[src/rtl/vga_bcd_field.sv]
// vga_bcd_field: renders NUM_GROUPS two-digit BCD groups as scaled 8x16 glyphs on the VGA raster
//  Optional feature macro: VGA_BCD_BLINK_EN (blink the group selected for editing).
//  Ports:
//   clk, reset         pixel clock, synchronous active-high reset
//   video_on, pix_x/y  raster position and active-video flag
//   enable             field enable; low forces the field off
//   edit_req/edit_addr edit mode request and address of the edited field
//   digits_in          packed BCD groups, group 0 in the LSB byte, tens in [7:4]
//   font_addr/data     synchronous font ROM interface {char,row} -> row bits (bit 7 leftmost)
//   rgb_out, in_field  registered colour and hit flag, 3 clk after the pixel inputs
module vga_bcd_field #(
   parameter int NUM_GROUPS = 3,
   parameter int X0 = 192,
   parameter int Y0 = 320,
   parameter int GROUP_PITCH = 128,
   parameter int SCALE_LOG2 = 2,
   parameter logic [11:0] FG_RGB = 12'h0FF,
   parameter logic [11:0] HL_RGB = 12'hF00,
   parameter int HL_BASE = 6,
   parameter int BLINK_LOG2 = 5
) (
   input  logic clk,
   input  logic reset,
   input  logic video_on,
   input  logic [9:0] pix_x,
   input  logic [9:0] pix_y,
   input  logic enable,
   input  logic edit_req,
   input  logic [3:0] edit_addr,
   input  logic [8*NUM_GROUPS-1:0] digits_in,
   output logic [7:0] font_addr,
   input  logic [7:0] font_data,
   output logic [11:0] rgb_out,
   output logic in_field
);
   localparam int W = 8 << SCALE_LOG2;
   localparam int H = 16 << SCALE_LOG2;
   localparam int GW = NUM_GROUPS > 1 ? $clog2(NUM_GROUPS) : 1;
   typedef enum logic {NORMAL, EDIT} mode_t;
   mode_t mode;
   logic [8*NUM_GROUPS-1:0] snapshot;
   logic frame_start, hit, hit1, hit2, vid1, vid2, blank1, blank2, sel, off, on;
   logic [GW-1:0] grp, grp1, grp2;
   logic [3:0] nib;
   logic [2:0] col1, col2;
   int dx, dy;
   // Find the digit cell under the pixel; dx is the offset from that cell's left edge.
   always_comb begin
      dy = int'(pix_y) - Y0;
      dx = 0;
      hit = 1'b0;
      grp = '0;
      nib = '0;
      for (int g = 0; g < NUM_GROUPS; g++)
         for (int u = 0; u < 2; u++)
            if (int'(pix_x) >= X0 + g*GROUP_PITCH + u*W && int'(pix_x) < X0 + g*GROUP_PITCH + (u+1)*W) begin
               hit = dy >= 0 && dy < H;
               grp = GW'(g);
               nib = snapshot[8*g + 4*(1-u) +: 4];
               dx = int'(pix_x) - X0 - g*GROUP_PITCH - u*W;
            end
   end
   assign frame_start = pix_x == 10'd0 && pix_y == 10'd0;
   assign sel = mode == EDIT && int'(edit_addr) == HL_BASE + int'(grp2);
`ifdef VGA_BCD_BLINK_EN
   localparam int CW = BLINK_LOG2 + 1;
   logic [CW-1:0] cnt;
   assign off = sel && cnt[CW-1];
`else
   // BLINK_LOG2 only matters with blinking; the highlight stays steady here.
   assign off = BLINK_LOG2 < 0;
`endif
   // font_data is the ROM's own register, already aligned with the S2 stage registers.
   assign on = hit2 && vid2 && enable && !blank2 && font_data[3'd7 - col2] && !off;
   always_ff @(posedge clk)
      if (reset) begin
         mode <= NORMAL;
         snapshot <= '0;
`ifdef VGA_BCD_BLINK_EN
         cnt <= '0;
`endif
         font_addr <= '0;
         col1 <= '0;
         grp1 <= '0;
         hit1 <= 1'b0;
         vid1 <= 1'b0;
         blank1 <= 1'b0;
         col2 <= '0;
         grp2 <= '0;
         hit2 <= 1'b0;
         vid2 <= 1'b0;
         blank2 <= 1'b0;
         rgb_out <= '0;
         in_field <= 1'b0;
      end else begin
         if (frame_start) begin
            snapshot <= digits_in;
            mode <= edit_req ? EDIT : NORMAL;
`ifdef VGA_BCD_BLINK_EN
            cnt <= (mode == NORMAL && edit_req) ? '0 : cnt + CW'(1);
`endif
         end
         font_addr <= {nib, 4'(dy >> SCALE_LOG2)};
         col1 <= 3'(dx >> SCALE_LOG2);
         grp1 <= grp;
         hit1 <= hit;
         vid1 <= video_on;
         blank1 <= nib > 4'd9;
         col2 <= col1;
         grp2 <= grp1;
         hit2 <= hit1;
         vid2 <= vid1;
         blank2 <= blank1;
         rgb_out <= on ? (sel ? HL_RGB : FG_RGB) : 12'h000;
         in_field <= hit2 && enable;
      end
endmodule
[config.mk]
export PLATFORM = sky130hd
export DESIGN_NAME = vga_bcd_field
export DESIGN_NICKNAME = d
export VERILOG_FILES = /design/src/rtl/vga_bcd_field.sv
export SDC_FILE = /design/constraint.sdc
export NUM_CORES = 1
export LEC_CHECK = 0
export CORE_MARGIN = 1
export CORE_UTILIZATION = 48
export DETAILED_ROUTE_END_ITERATION = 16
export PLACE_DENSITY = 0.81
export SYNTH_ARGS = -nofsm -noshare
export SYNTH_HDL_FRONTEND = slang
export SYNTH_SLANG_ARGS = --single-unit
[constraint.sdc]
create_clock -name clk -period 3.12 [get_ports clk]
set_input_delay 0.624 -clock clk [delete_from_list [all_inputs] [get_ports clk]]
set_output_delay 0.624 -clock clk [all_outputs]
set_load 0.02 [all_outputs]
==> summary.md, run 1 <==
| Metric | Value |
|---|---|
| Post-synth net total | `301` |
| Boundary Pins | `82` |
| Synthesized area | `2340 um^2` |
| Crit Path Max Fanout | `25` |
| Crit-path max cell delay | `0.66 ns` |
| CTS tree | `yes` |
| DRT antenna net count | `0` |
| Number of post-CTS setup repair buffers | `0` |
| # H-tree levels | `2` |
| Register Area | `1040 um^2` |
| Reg2reg end | `rgb_out[7]$_SDFF_PP0_` |
| Final worst path period share | `76.6%` |
| Clock buffer count from CTS | `5` |
| Maximum count of clock buffers along a single path | `2` |
| Gate family responsible for the most delay along the worst path | `simple AND/OR/NAND/NOR gates` |
| Setup slack, reg-to-reg | `1.75 ns` |
| Slowest cell on the critical path | `sky130_fd_sc_hd__clkdlybuf4s50_1` |
| Setup TNS Final | `0 ns` |
| Avg Inst Size Synth | `9.83 um^2` |
| Count of cell types in the netlist | `46` |
| Critical path class | `in2reg` |
| Area enclosed by the die boundary | `5160 um^2` |
| Static leakage | `1.07 nW` |
| Min-Delay Path Class | `reg2reg` |
| DP Cell Count | `349` |
| Pre-antenna DRT Iters | `4` |
| Wire length of the first global-routing pass | `7930 um` |
| Number of hold violations in the final report | `0` |
| Relative slew margins | `56.2%` |
| Clk slew on worst S/H paths | `0.08 ns` |
| Post-layout util | `66.4%` |
| Initial core utilization | `49.9%` |
| Gate count of the mapped netlist | `238` |
| Outcome | `complete, no violations` |
| Number of instances resized during post-cts repair | `0` |
| HPWL after DPL | `3480 um` |
| Maximum number of pins on one net before global-route repair | `41` |
| Drc violations | `0` |
| Clk sink count | `52` |
| Worst setup path startpoint | `pix_x[5]` |
| Filler cell count in the final layout | `375` |
| Cell depth of the worst setup path | `5` |
| Die boundary width | `71.8 um` |
| Vertical die dimension | `71.8 um` |
| Weighted congestion reported at the end of routability-driven placement | `0.842` |
| Via count normalized by instance count | `5.35` |
| IO buf count | `81` |
| Max-cap violation count | `0` |
| Placement Cell Area | `3010 um^2` |
| Area of the multi-input gates | `1040 um^2` |
| Fraction of final layout cells sized beyond drive strength 1 | `8.91%` |
| Placeable core area | `4690 um^2` |
| Maximum clock rate | `418 MHz` |
| Final Setup Violations | `0` |
| Syn-to-layout area delta | `33.2%` |
| Worst setup SP type | `primary input` |
| Total number of placement rows | `25` |
| Last element of the critical path | `snapshot[9]$_SDFFE_PP0P_` |
| Total buffers and inverters traversed by the critical path | `1` |
| Proportion of register bits with asynchronous set or reset after synthesis | `0%` |
| Data required time of the worst path | `3.29 ns` |
| Clock insertion delay at the later pin of the skew report | `0.30 ns` |
| Setup repair after global routing missed its margin | `no` |
| Number of synthesized flops with an enable pin | `0` |
| Maximum vdd ir drop | `202 uV` |
| Number of standard cells in the final layout excluding fillers | `357` |
| Fin crit period | `2.39 ns` |
| Number of design-rule violations left by the first detailed-router iteration | `72` |
| Worst clock skew | `0.00783 ns` |
| Clock tree root driver cell | `sky130_fd_sc_hd__clkbuf_8` |
| Start of the worst register-to-register path | `col2[0]$_SDFF_PP0_` |
| Number of warnings issued by yosys | `0` |
| Total number of vias | `1,911` |
| Post-Route WL | `4860 um` |
| Worst setup slack after placement | `0.448 ns` |
| Sequential cell area fraction in the yosys report | `44.5%` |
| Number of buffers inserted for hold repair after clock tree synthesis | `0` |
| Register bit count reported by yosys | `52` |
| Cell-by-cell listing of the critical path | `clkdlybuf4s50_1 > nor4_4 > nand2_1 > o21ai_0 > a21oi_1` |
| GRT Residual Overflow | `0` |
| R2r worst-path depth | `4` |
| Crit end category | `flop` |
| PD cells | `403 nW/um^2` |
| Final slew viol count | `0` |
| GRT Total Usage | `19.5%` |
| Vias in the first global route | `1,782` |
| Initial antenna violation count | `0` |
| Main flop type after synthesis | `sky130_fd_sc_hd__dfxtp_1` |
| Ant diodes | `0` |
| Setup slack after layout | `0.730 ns` |
| Arrival time reported for the critical path endpoint | `2.56 ns` |
| Final design instance area without fill | `3120 um^2` |
| Slew of the pin with the lowest slew margin | `0.655 ns` |
| Final Net Count | `365` |
| Average routed wire per standard cell | `13.6 um` |
per-layer routing:
metal	vias to the layer above	track usage, %	share of wire [%]
li1	960	-	-
met1	880	25.0	46
met2	58	31.6	47
met3	13	4.22	4.8
met4	0	8.93	2.4
met5	-	0	0
how the worst min path moves through the flow:
stage,start,cells past startpoint,end,slack [ns]
6_report,grp1[1]$_SDFF_PP0_,1,grp2[1]$_SDFF_PP0_,0.44
5_1_grt,grp1[1]$_SDFF_PP0_,1,grp2[1]$_SDFF_PP0_,0.46
4_1_cts,col1[2]$_SDFF_PP0_,1,col2[2]$_SDFF_PP0_,0.44
3_5_place_dp,col1[2]$_SDFF_PP0_,1,col2[2]$_SDFF_PP0_,0.42
3_3_place_gp,vid1$_SDFF_PP0_,1,vid2$_SDFF_PP0_,0.42
2_1_floorplan,hit2$_SDFF_PP0_,2,in_field$_SDFF_PP0_,0.41
per-stage QoR:
step / power [W] / hold slack (ns)
final: 0.00126 / 0.441
after global routing: 0.00130 / 0.463
after CTS: 0.00126 / 0.445
after detailed placement: 0.000828 / 0.424
after global placement: 0.000827 / 0.416
after floorplan: 0.000739 / 0.410
worst reg2reg max path: stages, from the launching register on:
cell and delay [ns]:
sky130_fd_sc_hd__dfxtp_1 0.38, sky130_fd_sc_hd__mux4_2 0.50, sky130_fd_sc_hd__mux2i_1 0.16, sky130_fd_sc_hd__nor4bb_1 0.08, sky130_fd_sc_hd__and2_1 0.15
kinds of logic (layout without fill, tap and decap cells):
logic type,Yosys count,count (layout),synth area share [%]
and+or+nand+nor,77,77,20.9
DFF,52,52,44.5
AOI/OAI and AO/OA,65,65,16.3
buffers and inverters,31,96,10.9
muxes,10,10,6.04
xor gates and xnor gates,1,1,0.374
adders and majority gates,2,2,1.07
power by group:
group	switching (W)	internal, W
combinational	0.0000497	0.0000925
sequential	0.00000156	0.000670
clock	0.000204	0.000238
flip-flops by register name (all words and copies together) (netlist names), 2 cells and up:
register	flops
col2	3
rgb_out	2
grp2	2
col1	3
grp1	2
font_addr	8
snapshot	24
cell usage in the layout (no fill, tap or decap), types with 2 or more instances in the layout:
cell / instances
sky130_fd_sc_hd__nor2b_1: 18
sky130_fd_sc_hd__mux4_2: 3
sky130_fd_sc_hd__inv_1: 2
sky130_fd_sc_hd__mux2i_1: 4
sky130_fd_sc_hd__nor4bb_1: 3
sky130_fd_sc_hd__buf_4: 5
sky130_fd_sc_hd__and4_1: 2
sky130_fd_sc_hd__nand2b_1: 4
sky130_fd_sc_hd__ha_1: 2
sky130_fd_sc_hd__nor4_1: 2
sky130_fd_sc_hd__mux2_2: 3
sky130_fd_sc_hd__nand2_1: 2
sky130_fd_sc_hd__nor2_1: 5
sky130_fd_sc_hd__o21ai_0: 28
sky130_fd_sc_hd__o21a_1: 2
sky130_fd_sc_hd__a21oi_1: 26
sky130_fd_sc_hd__nand3_1: 25
sky130_fd_sc_hd__and2_1: 4
sky130_fd_sc_hd__dfxtp_1: 52
sky130_fd_sc_hd__clkbuf_8: 5
sky130_fd_sc_hd__clkdlybuf4s50_1: 81
sky130_fd_sc_hd__and3_1: 2
synth_stat cells (3+ instances only):
cell type / count / area, um^2
sky130_fd_sc_hd__dfxtp_1: 52 / 1040
sky130_fd_sc_hd__mux2_2: 3 / 33.8
sky130_fd_sc_hd__a21oi_1: 26 / 130
sky130_fd_sc_hd__nand3_1: 25 / 125
sky130_fd_sc_hd__clkbuf_1: 5 / 18.8
sky130_fd_sc_hd__buf_6: 4 / 45.0
sky130_fd_sc_hd__and2_1: 4 / 25.0
sky130_fd_sc_hd__buf_4: 13 / 97.6
sky130_fd_sc_hd__nand2b_1: 4 / 25.0
sky130_fd_sc_hd__o21ai_0: 28 / 140
sky130_fd_sc_hd__nor2_1: 5 / 18.8
sky130_fd_sc_hd__nor2b_1: 18 / 113
sky130_fd_sc_hd__mux4_2: 3 / 67.6
sky130_fd_sc_hd__nor4bb_1: 3 / 30.0
sky130_fd_sc_hd__mux2i_1: 4 / 40.0
layout make-up:
type | instances | share of cell area (%)
Clock buffer | 6 | 2.33
Timing Repair Buffer | 86 | 27.2
Sequential cell | 52 | 33.4
Tap cell | 54 | 2.17
Multi-Input combinational cell | 155 | 33.5
Clock inverter | 2 | 1.12
Inverter | 2 | 0.241
Power figures use the tool's default switching activity.
==> run 2, diff against run 1 <==
--- a/config.mk
+++ b/config.mk
@@ -6,9 +6,9 @@
 export NUM_CORES = 1
 export LEC_CHECK = 0
 export CORE_MARGIN = 1
-export CORE_UTILIZATION = 48
+export CORE_UTILIZATION = 45
 export DETAILED_ROUTE_END_ITERATION = 16
-export PLACE_DENSITY = 0.81
+export PLACE_DENSITY = 0.77
 export SYNTH_ARGS = -nofsm -noshare
 export SYNTH_HDL_FRONTEND = slang
 export SYNTH_SLANG_ARGS = --single-unit
==> constraint.sdc (replaced) <==
create_clock -name clk -period 2.4 [get_ports clk]
set_input_delay 0.48 -clock clk [delete_from_list [all_inputs] [get_ports clk]]
set_output_delay 0.48 -clock clk [all_outputs]
set_load 0.02 [all_outputs]
==> summary.md, run 2 (same netlist as run 1, synthesis figures left out) <==
| Metric | Value |
|---|---|
| Outcome | `complete, no violations` |
| Area enclosed by the die boundary | `5490 um^2 (+6.5%)` |
| Min-Delay Path Class | `reg2reg` |
| Crit Path Max Fanout | `25 (unchanged)` |
| Fin crit period | `1.91 ns` |
| Setup TNS Final | `0 ns (unchanged)` |
| Clock tree root driver cell | `sky130_fd_sc_hd__clkbuf_8` |
| Post-layout util | `65.7% (-0.75 points)` |
| Relative slew margins | `72.3% (+16 points)` |
| # H-tree levels | `2 (unchanged)` |
| Clock buffer count from CTS | `5 (unchanged)` |
| Total number of vias | `1,922 (+0.58%)` |
| Vertical die dimension | `74.1 um (+3.2%)` |
| PD cells | `522 nW/um^2 (+30%)` |
| Drc violations | `0 (unchanged)` |
| Placeable core area | `4850 um^2 (+3.3%)` |
| HPWL after DPL | `3680 um (+5.6%)` |
| Register Area | `1040 um^2 (unchanged)` |
| Total number of placement rows | `25 (unchanged)` |
| Number of instances resized during post-cts repair | `0 (unchanged)` |
| Data required time of the worst path | `2.58 ns (-0.71 ns)` |
| Post-Route WL | `5220 um (+7.4%)` |
| Ant diodes | `0 (unchanged)` |
| DP Cell Count | `365 (+4.6%)` |
| Pre-antenna DRT Iters | `4 (unchanged)` |
| Last element of the critical path | `snapshot[4]$_SDFFE_PP0P_` |
| Setup slack, reg-to-reg | `1.04 ns (-0.71 ns)` |
| Die boundary width | `74.1 um (+3.2%)` |
| Wire length of the first global-routing pass | `8250 um (+4.0%)` |
| Initial antenna violation count | `0 (unchanged)` |
| Average routed wire per standard cell | `14.0 um (+2.8%)` |
| Maximum count of clock buffers along a single path | `2 (unchanged)` |
| Number of hold violations in the final report | `0 (unchanged)` |
| Number of design-rule violations left by the first detailed-router iteration | `79 (+9.7%)` |
| Static leakage | `1.09 nW (+1.9%)` |
| Slew of the pin with the lowest slew margin | `0.416 ns (-0.239 ns)` |
| Boundary Pins | `82 (unchanged)` |
| Setup repair after global routing missed its margin | `no` |
| GRT Residual Overflow | `0 (unchanged)` |
| CTS tree | `yes` |
| DRT antenna net count | `0 (unchanged)` |
| Max-cap violation count | `0 (unchanged)` |
| Syn-to-layout area delta | `36.1%` |
| Clk sink count | `52 (unchanged)` |
| Via count normalized by instance count | `5.15 (-3.7%)` |
| Crit end category | `flop` |
| Final Net Count | `368 (+0.82%)` |
| Most common cell after layout, fill and taps aside | `sky130_fd_sc_hd__clkdlybuf4s50_1` |
| Maximum clock rate | `525 MHz` |
| Worst clock skew | `0.00627 ns (-0.00156 ns)` |
| Reg2reg end | `rgb_out[7]$_SDFF_PP0_` |
| Area of the multi-input gates | `1040 um^2 (unchanged)` |
| Number of buffers inserted for hold repair after clock tree synthesis | `0 (unchanged)` |
| Critical path class | `in2reg` |
| Vias in the first global route | `1,831 (+2.7%)` |
| Worst setup SP type | `primary input` |
| Largest registers ranked by flip-flop count | `snapshot: 24 flops, font_addr: 8 flops` |
| Maximum number of pins on one net before global-route repair | `41 (unchanged)` |
| Maximum vdd ir drop | `338 uV (+68%)` |
| Clk slew on worst S/H paths | `0.09 ns (about the same)` |
| Arrival time reported for the critical path endpoint | `2.09 ns (-0.47 ns)` |
| Final slew viol count | `0 (unchanged)` |
| Number of standard cells in the final layout excluding fillers | `373 (+4.5%)` |
| Number of post-CTS setup repair buffers | `0 (unchanged)` |
| Worst setup path startpoint | `pix_x[5]` |
| Final worst path period share | `79.4%` |
| Number of flip-flops in the largest register | `24 (unchanged)` |
| Weighted congestion reported at the end of routability-driven placement | `0.797 (-5.4%)` |
| Commonest cells after routing, fill and taps aside | `81 x sky130_fd_sc_hd__clkdlybuf4s50_1, 52 x sky130_fd_sc_hd__dfxtp_1, 28 x sky130_fd_sc_hd__o21ai_0, 26 x sky130_fd_sc_hd__a21oi_1, 25 x sky130_fd_sc_hd__nand3_1` |
| Filler cell count in the final layout | `408 (+8.8%)` |
| R2r worst-path depth | `4 (unchanged)` |
| GRT Total Usage | `19.8% (+0.23 points)` |
| Clock insertion delay at the later pin of the skew report | `0.31 ns (about the same)` |
| IO buf count | `81 (unchanged)` |
| Fraction of final layout cells sized beyond drive strength 1 | `10.1% (+1.2 points)` |
| Initial core utilization | `48.3% (-1.6 points)` |
| Final Setup Violations | `0 (unchanged)` |
| Most flop-heavy register | `snapshot` |
| Start of the worst register-to-register path | `col2[0]$_SDFF_PP0_` |
-- run 2: area by class of cell --
| type | instances | area share (%) |
|---|---|---|
| tap | 67 | 2.63 |
| multi-input combinational | 155 | 32.8 |
| timing repair buffer | 89 | 28.1 |
| clock inverter | 3 | 1.34 |
| clock buffer | 5 | 2.16 |
| inverter | 2 | 0.236 |
| sequential | 52 | 32.7 |
-- run 2: worst min-delay path by stage --
stage                                endpoint  slack [ns]  cells after the start               start
after floorplan           in_field$_SDFF_PP0_        0.41                      2     hit2$_SDFF_PP0_
after global placement        vid2$_SDFF_PP0_        0.42                      1     vid1$_SDFF_PP0_
after detailed placement   grp2[1]$_SDFF_PP0_        0.42                      1  grp1[1]$_SDFF_PP0_
after CTS                  grp2[1]$_SDFF_PP0_        0.44                      1  grp1[1]$_SDFF_PP0_
after global routing       col2[1]$_SDFF_PP0_        0.46                      1  col1[1]$_SDFF_PP0_
final                      grp2[1]$_SDFF_PP0_        0.44                      1  grp1[1]$_SDFF_PP0_
-- run 2: report_power, final --
| part | total [W] | switching (W) | internal (W) |
|---|---|---|---|
| Clock | 0.000598 | 0.000289 | 0.000309 |
| Sequential | 0.000873 | 0.00000215 | 0.000871 |
| Combinational | 0.000191 | 0.0000667 | 0.000125 |
-- run 2: metrics by stage --
step,setup WS [ns],hold WS [ns],area (um^2),power [W]
after floorplan,0.848,0.410,2340,0.000960
after global placement,0.267,0.416,3070,0.00108
after detailed placement,0.209,0.424,3070,0.00108
after CTS,0.490,0.445,3180,0.00167
after global routing,0.403,0.458,3180,0.00171
final,0.495,0.441,3180,0.00166
-- run 2: critical path, stage by stage --
cell,delay (ns)
sky130_fd_sc_hd__clkdlybuf4s50_1,0.50
sky130_fd_sc_hd__buf_12,0.20
sky130_fd_sc_hd__nor4_4,0.29
sky130_fd_sc_hd__nand2_1,0.09
sky130_fd_sc_hd__buf_4,0.22
sky130_fd_sc_hd__o21ai_0,0.21
sky130_fd_sc_hd__a21oi_1,0.10
-- run 2: per-layer routing --
metal	routed length (um)	track usage, %
met4	93	7.91
met3	304	4.47
met2	2550	33.0
met5	0	0
met1	2270	24.7
